## src/rtl/mmc_pkg.sv

```systemverilog
// Shared definitions for the matrix-multiply controller and its result reader.
package mmc_pkg;

    localparam int N       = 32;
    localparam int DW      = 21;
    localparam int AW      = 10;
    localparam int C_DEPTH = N * N;
    localparam int RC_W    = 5;

    typedef enum logic [1:0] {
        IDLE  = 2'd0,
        RUN   = 2'd1,
        FLUSH = 2'd2
    } mmc_state_e;

    // One streamed result element.
    // The row and column travel with the data word.
    typedef struct packed {
        logic [DW-1:0]   data;
        logic [RC_W-1:0] row;
        logic [RC_W-1:0] col;
        logic            last;
    } rd_elem_t;

endpackage

```

## src/rtl/rd_skid_buf.sv

```systemverilog
// Two-entry FIFO that catches C-memory read returns and presents the head element.
// The head always sits in slot0, so the stream outputs come straight from a register.
module rd_skid_buf
    import mmc_pkg::*;
(
    input  logic     clk,
    input  logic     rst,
    input  logic     push_i,
    input  rd_elem_t push_elem_i,
    input  logic     pop_i,
    output rd_elem_t head_o,
    output logic [1:0] count_o
);

    rd_elem_t   slot0_q, slot0_d;
    rd_elem_t   slot1_q, slot1_d;
    logic [1:0] count_q, count_d;

    // Next-state for the shift-style FIFO. Pop is only requested while count_q is nonzero.
    always_comb begin
        // NOTE: every _d starts from its _q, so no path through this block leaves a value unassigned and infers a latch.
        slot0_d = slot0_q;
        slot1_d = slot1_q;
        count_d = count_q;
        case ({push_i, pop_i})
            2'b10: begin
                if (count_q == 2'd0) slot0_d = push_elem_i;
                else                 slot1_d = push_elem_i;
                count_d = count_q + 2'd1;
            end
            2'b01: begin
                slot0_d = slot1_q;
                count_d = count_q - 2'd1;
            end
            2'b11: begin
                if (count_q == 2'd1) begin
                    slot0_d = push_elem_i;
                end else begin
                    slot0_d = slot1_q;
                    slot1_d = push_elem_i;
                end
            end
            default: ;
        endcase
    end

    // Storage and occupancy registers.
    always_ff @(posedge clk or posedge rst) begin
        if (rst) begin
            // NOTE: the two slots are reset even though they hold data.
            // The stream outputs read slot0 directly and must show zero after reset.
            slot0_q <= '0;
            slot1_q <= '0;
            count_q <= 2'd0;
        end else begin
            // NOTE: non-blocking assignments, so every register samples pre-edge values regardless of statement order.
            slot0_q <= slot0_d;
            slot1_q <= slot1_d;
            count_q <= count_d;
        end
    end

    assign head_o  = slot0_q;
    assign count_o = count_q;

endmodule

```

## src/rtl/mmc_result_reader.sv

```systemverilog
// Drains the N x N result matrix from C memory and streams it row-major over valid/ready.
// Reads are issued only when the skid buffer can absorb them.
// This hides the 1-cycle memory latency and any downstream stall.
module mmc_result_reader
    import mmc_pkg::*;
(
    input  logic          clk,
    input  logic          rst,
    input  logic          start,
    output logic          busy,
    output logic          done,
    output logic [AW-1:0] mem_addr,
    output logic          mem_nce,
    output logic          mem_wen,
    input  logic [DW-1:0] mem_do,
    output logic [DW-1:0] out_data,
    output logic [4:0]    out_row,
    output logic [4:0]    out_col,
    output logic          out_last,
    output logic          out_valid,
    input  logic          out_ready
);

    localparam logic [AW:0]   END_PTR   = (AW+1)'(C_DEPTH);
    localparam logic [AW-1:0] LAST_ADDR = AW'(C_DEPTH - 1);

    mmc_state_e    state_q;
    logic [AW:0]   rd_ptr_q, rd_ptr_d;
    logic          in_flight_q;
    logic [AW-1:0] flight_addr_q;
    logic          done_q;

    rd_elem_t   head;
    rd_elem_t   push_elem;
    logic [1:0] buf_count;
    logic [2:0] occ_after_pop;
    logic       pop;
    logic       issue;

    assign pop = out_valid && out_ready;

    // Occupancy left once this cycle's pop has gone, counting the read still in flight.
    // Issuing while two entries are held is also refused.
    // This keeps the buffer from ever reaching a third element.
    assign occ_after_pop = {1'b0, buf_count} + {2'b00, in_flight_q} - {2'b00, pop};
    assign issue         = (state_q == RUN) && (buf_count != 2'd2) && (occ_after_pop < 3'd2);
    assign rd_ptr_d      = rd_ptr_q + 1'b1;

    // Control FSM, read pointer, in-flight tracking and the done pulse.
    always_ff @(posedge clk or posedge rst) begin
        if (rst) begin
            state_q       <= IDLE;
            rd_ptr_q      <= '0;
            in_flight_q   <= 1'b0;
            flight_addr_q <= '0;
            done_q        <= 1'b0;
        end else begin
            done_q      <= 1'b0;
            in_flight_q <= issue;
            if (issue) flight_addr_q <= rd_ptr_q[AW-1:0];
            case (state_q)
                IDLE: begin
                    if (start) begin
                        state_q  <= RUN;
                        rd_ptr_q <= '0;
                    end
                end
                RUN: begin
                    if (issue) begin
                        rd_ptr_q <= rd_ptr_d;
                        if (rd_ptr_d == END_PTR) state_q <= FLUSH;
                    end
                end
                FLUSH: begin
                    if (pop && head.last) begin
                        state_q <= IDLE;
                        done_q  <= 1'b1;
                    end
                end
                default: state_q <= IDLE;
            endcase
        end
    end

    // The returning word is tagged with the address it was read from, not with rd_ptr.
    assign push_elem.data = mem_do;
    assign push_elem.row  = flight_addr_q[AW-1:RC_W];
    assign push_elem.col  = flight_addr_q[RC_W-1:0];
    assign push_elem.last = (flight_addr_q == LAST_ADDR);

    rd_skid_buf u_buf (
        .clk         (clk),
        .rst         (rst),
        .push_i      (in_flight_q),
        .push_elem_i (push_elem),
        .pop_i       (pop),
        .head_o      (head),
        .count_o     (buf_count)
    );

    // busy also covers the done cycle.
    // A start arriving with done is accepted without busy dropping between drains.
    assign busy      = (state_q != IDLE) || done_q;
    assign done      = done_q;
    assign mem_addr  = rd_ptr_q[AW-1:0];
    assign mem_nce   = ~issue;
    assign mem_wen   = 1'b1;
    assign out_valid = (buf_count != 2'd0);
    assign out_data  = head.data;
    assign out_row   = head.row;
    assign out_col   = head.col;
    assign out_last  = head.last && out_valid;

endmodule
```

## config.mk

```make
export PLATFORM = sky130hd
export DESIGN_NAME = mmc_result_reader
export DESIGN_NICKNAME = d
export VERILOG_FILES = /design/src/rtl/mmc_pkg.sv /design/src/rtl/rd_skid_buf.sv /design/src/rtl/mmc_result_reader.sv
export SDC_FILE = /design/constraint.sdc
export NUM_CORES = 1
export LEC_CHECK = 0
export ABC_AREA = 1
export CAP_MARGIN = 10
export CORE_MARGIN = 5
export CORE_UTILIZATION = 54
export DETAILED_ROUTE_END_ITERATION = 8
export PLACE_DENSITY = 0.78
export SETUP_SLACK_MARGIN = 0.2
export SLEW_MARGIN = 25
export SYNTH_ARGS = -nofsm -noshare
export SYNTH_HDL_FRONTEND = slang
export SYNTH_SLANG_ARGS = --single-unit
```

## constraint.sdc

```tcl
create_clock -name clk -period 3.25 [get_ports clk]
set_input_delay 0.65 -clock clk [delete_from_list [all_inputs] [get_ports clk]]
set_output_delay 0.65 -clock clk [all_outputs]
set_load 0.05 [all_outputs]
```

==> results of run 1 <==
==> what timing repair did <==
action                     CTS  global route
pin swaps                    0             1
resized for setup            5             4
buffers inserted             3             1
setup endpoints to repair    1             1
==> flip-flops by register name, indices dropped and copies added (netlist names) <==
name           count
rd_ptr_q          11
u_buf.slot1_q     32
in_flight_q        1
flight_addr_q     10
u_buf.head_o      32
done               1
state_q            2
u_buf.count_o      2
==> layout by cell type, fill, tap and decap left out, drive strengths merged <==
| cell type | count |
|---|---|
| bufinv | 1 |
| nand2 | 91 |
| nor2 | 82 |
| o21ai | 55 |
| ha | 6 |
| xnor2 | 2 |
| dlygate4sd2 | 1 |
| dfrtp | 91 |
| nor4 | 1 |
| clkinv | 5 |
| conb | 1 |
| a21oi | 65 |
| clkdlybuf4s50 | 68 |
| nand4 | 1 |
| clkbuf | 10 |
| nor3 | 2 |
| o22ai | 6 |
| buf | 15 |
| inv | 60 |
| fa | 1 |
| nand3 | 12 |
==> per-layer routing <==
layer,part of all wire [%],up-vias,GRT usage (%)
met5,0,-,0
met4,1.1,0,5.828
met3,5.2,10,3.237
met2,50,98,33.10
met1,43,1648,23.90
li1,-,1730,-
==> kinds of logic after synthesis <==
group / Yosys count
other cells: 1
flops: 91
buf+inv: 125
fa+ha+maj: 7
compound gates: 126
simple gates: 189
xor+xnor: 2
==> critical path, delay by kind of cell (launching register included) <==
family,cells,cell delay (ns)
adders and majority gates,2,0.65
DFF,1,0.41
AOI/OAI and AO/OA,1,0.08
and+or+nand+nor,5,0.45
buffers and inverters,4,0.37
==> metrics by stage <==
step	setup WS (ns)	cell area, sq um
3_3_place_gp	0.1264	4987
2_1_floorplan	0.2364	4493
4_1_cts	0.2284	5207
3_5_place_dp	0.07364	4987
5_1_grt	0.1478	5228
6_report	0.2718	5228
==> layout make-up <==
class	count	area (sq um)	share of cell area, %
Multi-Input combinational cell	325	1555	29.75
Timing Repair Buffer	84	839.6	16.06
Sequential cell	91	2277	43.56
Clock buffer	10	137.6	2.633
Clock inverter	5	53.80	1.029
Inverter	61	232.7	4.452
Tap cell	105	131.4	2.513
==> final timing paths <==
path,cells after the start,to,from,slack (ns)
setup / recovery,12,mem_nce,u_buf.count_o[0],0.27
hold / removal,2,u_buf.head_o[4],u_buf.head_o[4],0.49
hold reg to reg,2,u_buf.head_o[4],u_buf.head_o[4],0.49
setup reg to reg,16,rd_ptr_q[2],u_buf.count_o[0],0.47
max in group asynchronous,3,flight_addr_q[9],rst,1.75
min in group asynchronous,2,u_buf.head_o[30],rst,0.76
==> power groups by stage <==
stage          combinational [mW]  sequential [mW]  clock (mW)
6_report                     3.48             1.98       0.752
5_1_grt                      3.80             2.04       0.810
4_1_cts                      3.46             1.97       0.768
3_5_place_dp                 3.38             2.01           0
3_3_place_gp                 3.29             1.97           0
2_1_floorplan                2.81             1.91           0
==> results.md, run 1 <==
- Worst-path clk slew: 0.09 ns
- Synth unique cells: 26
- PD cells: 1189 nW/um^2
- CP Capture Type: output pin
- Io pins: 72
- Die X-Extent: 101.2 microns
- Post-DRT Antenna Nets: 0
- Period minus WS final: 2.978 ns
- Row count: 33
- Sequential Power Share: 31.8%
- Max-cap violations: 0
- WS Path Type: reg2out
- Static Leak: 2.411 nW
- Status: finished, final reports clean
- Synthesized area: 4488 sq um
- Hold-fix buffers, CTS: 0
- Die H: 101.2 microns
- Critical path's slowest cell: fa_1
- Iteration-0 DRC Markers: 183
- Design Power: 6.216 mW
- Final wirelength: 9469 microns
- CTS tree: built
- Crit path largest cell delay: 0.49 ns
- Die area: 10230 sq um
- Layout net count: 604
- Vias in the first global route: 3484
- Wire length of the first global-routing pass: 15700 microns
- Syn Area/Cell: 8.296 sq um
- Actual slew at the worst max-slew pin: 0.8491 ns
- Layout cell share with drive strength beyond 1: 7.813%
- Largest fanout on the critical path: 5
- Clock Latency Late Sink: 0.35 ns
- Clock share of power: 12.1%
- Seq/Total Area, Yosys: 50.74%
- Worst Hold Class: reg2reg
- Top cell type's share of synthesized area: 50.74%
- Peak supply drop: 0.0007802 V
- Vias/cell: 5.119
- Placed Instances: 662
- Most instantiated cells after synthesis: dfrtp_1 (91), nand2_1 (88), nor2_1 (81), a21oi_1 (65), inv_1 (59)
- Int Pwr: 3.208 mW
- Synthesized-area fraction occupied by xor and xnor cells: 0.3903%
- Synth Register Bits: 91
- Setup_tns: 0 ns
- Area Overhead vs Synth: 16.48%
- Main combinational cell family by area after synthesis: simple AND/OR/NAND/NOR gates
- Simple-gate area share of the yosys netlist: 17.06%
- Cell accounting for the most synthesized area: dfrtp_1
- Gr ovfl total: 0
- Area fraction in compound gates after synthesis: 14.55%
- Filler cell count: 693
- Crit-path cells: inv_2, ha_4, inv_4, nand2_4, inv_1, nor2_1, o21ai_1, fa_1, nand2_1, nor2_2, nand2_2, buf_12
- Initial antenna violation count: 0
- Ys async rst share: 100.0%
- Largest net degree at the start of global routing: 65
- Psw: 3.008 mW
- HPWL after DPL: 6551 microns
- Num CTS Buffers: 9
- Post-route insts no fill: 681
- Worst hold slack: 0.4921 ns
- Slew headroom: 43.33%
- Adder-cell share of the synthesized area: 2.119%
- Critical Path RT: 2.60 ns
- Sw Share: 48.39%
- Syn nets: 573
- Initial core utilization: 54.90%
- Final Skew: 0.01106 ns
- Crit start category: flop
- Comb pwr share: 56.1%
- RD Place Congestion: 0.8989
- Total global-route track usage: 18.88%
- Syn Inst Count: 541
- Port Buf Inserts: 70
- Max Clk Rate: 335.8 MHz
- Htree depth: 3
- Max clock buf depth: 2
- Arrival time at the worst endpoint: 2.33 ns
- Wire per inst: 13.90 microns
- Number of flops mapped to enable cells by yosys: 0
- Mux contribution to synthesized area: 0%
- Clock root buffer: clkbuf_8
- Synth top area cells: dfrtp_1 (51%), buf_4 (7.7%), nand2_1 (7.4%)
- Routed via count: 3486
- Pins Over Slew Limit: 0
- Unrepaired setup endpoints after global routing: false
- Most instantiated library cell after synthesis: dfrtp_1
- Antenna Cells: 0
- DR pass1 iterations: 5
- Fin crit share: 91.64%
- Main flop type after synthesis: dfrtp_1
- Core Box Area: 8175 sq um
- Post-layout util: 63.94%
- Final Hold Violating Endpoints: 0
- Setup violators final: 0
- Ys Warns: 0
- TritonCTS Sinks: 91
- Post-route DRC: 0
Power figures use the tool's default switching activity.
==> run 2, diff against run 1 <==
--- a/config.mk
+++ b/config.mk
@@ -6,6 +6,7 @@
 export NUM_CORES = 1
 export LEC_CHECK = 0
 export ABC_AREA = 1
+export ABC_CLOCK_PERIOD_IN_PS = 3250
 export CAP_MARGIN = 10
 export CORE_MARGIN = 5
 export CORE_UTILIZATION = 54
==> results of run 2 <==
Final layout, timing and power as in run 1 (identical DEF).
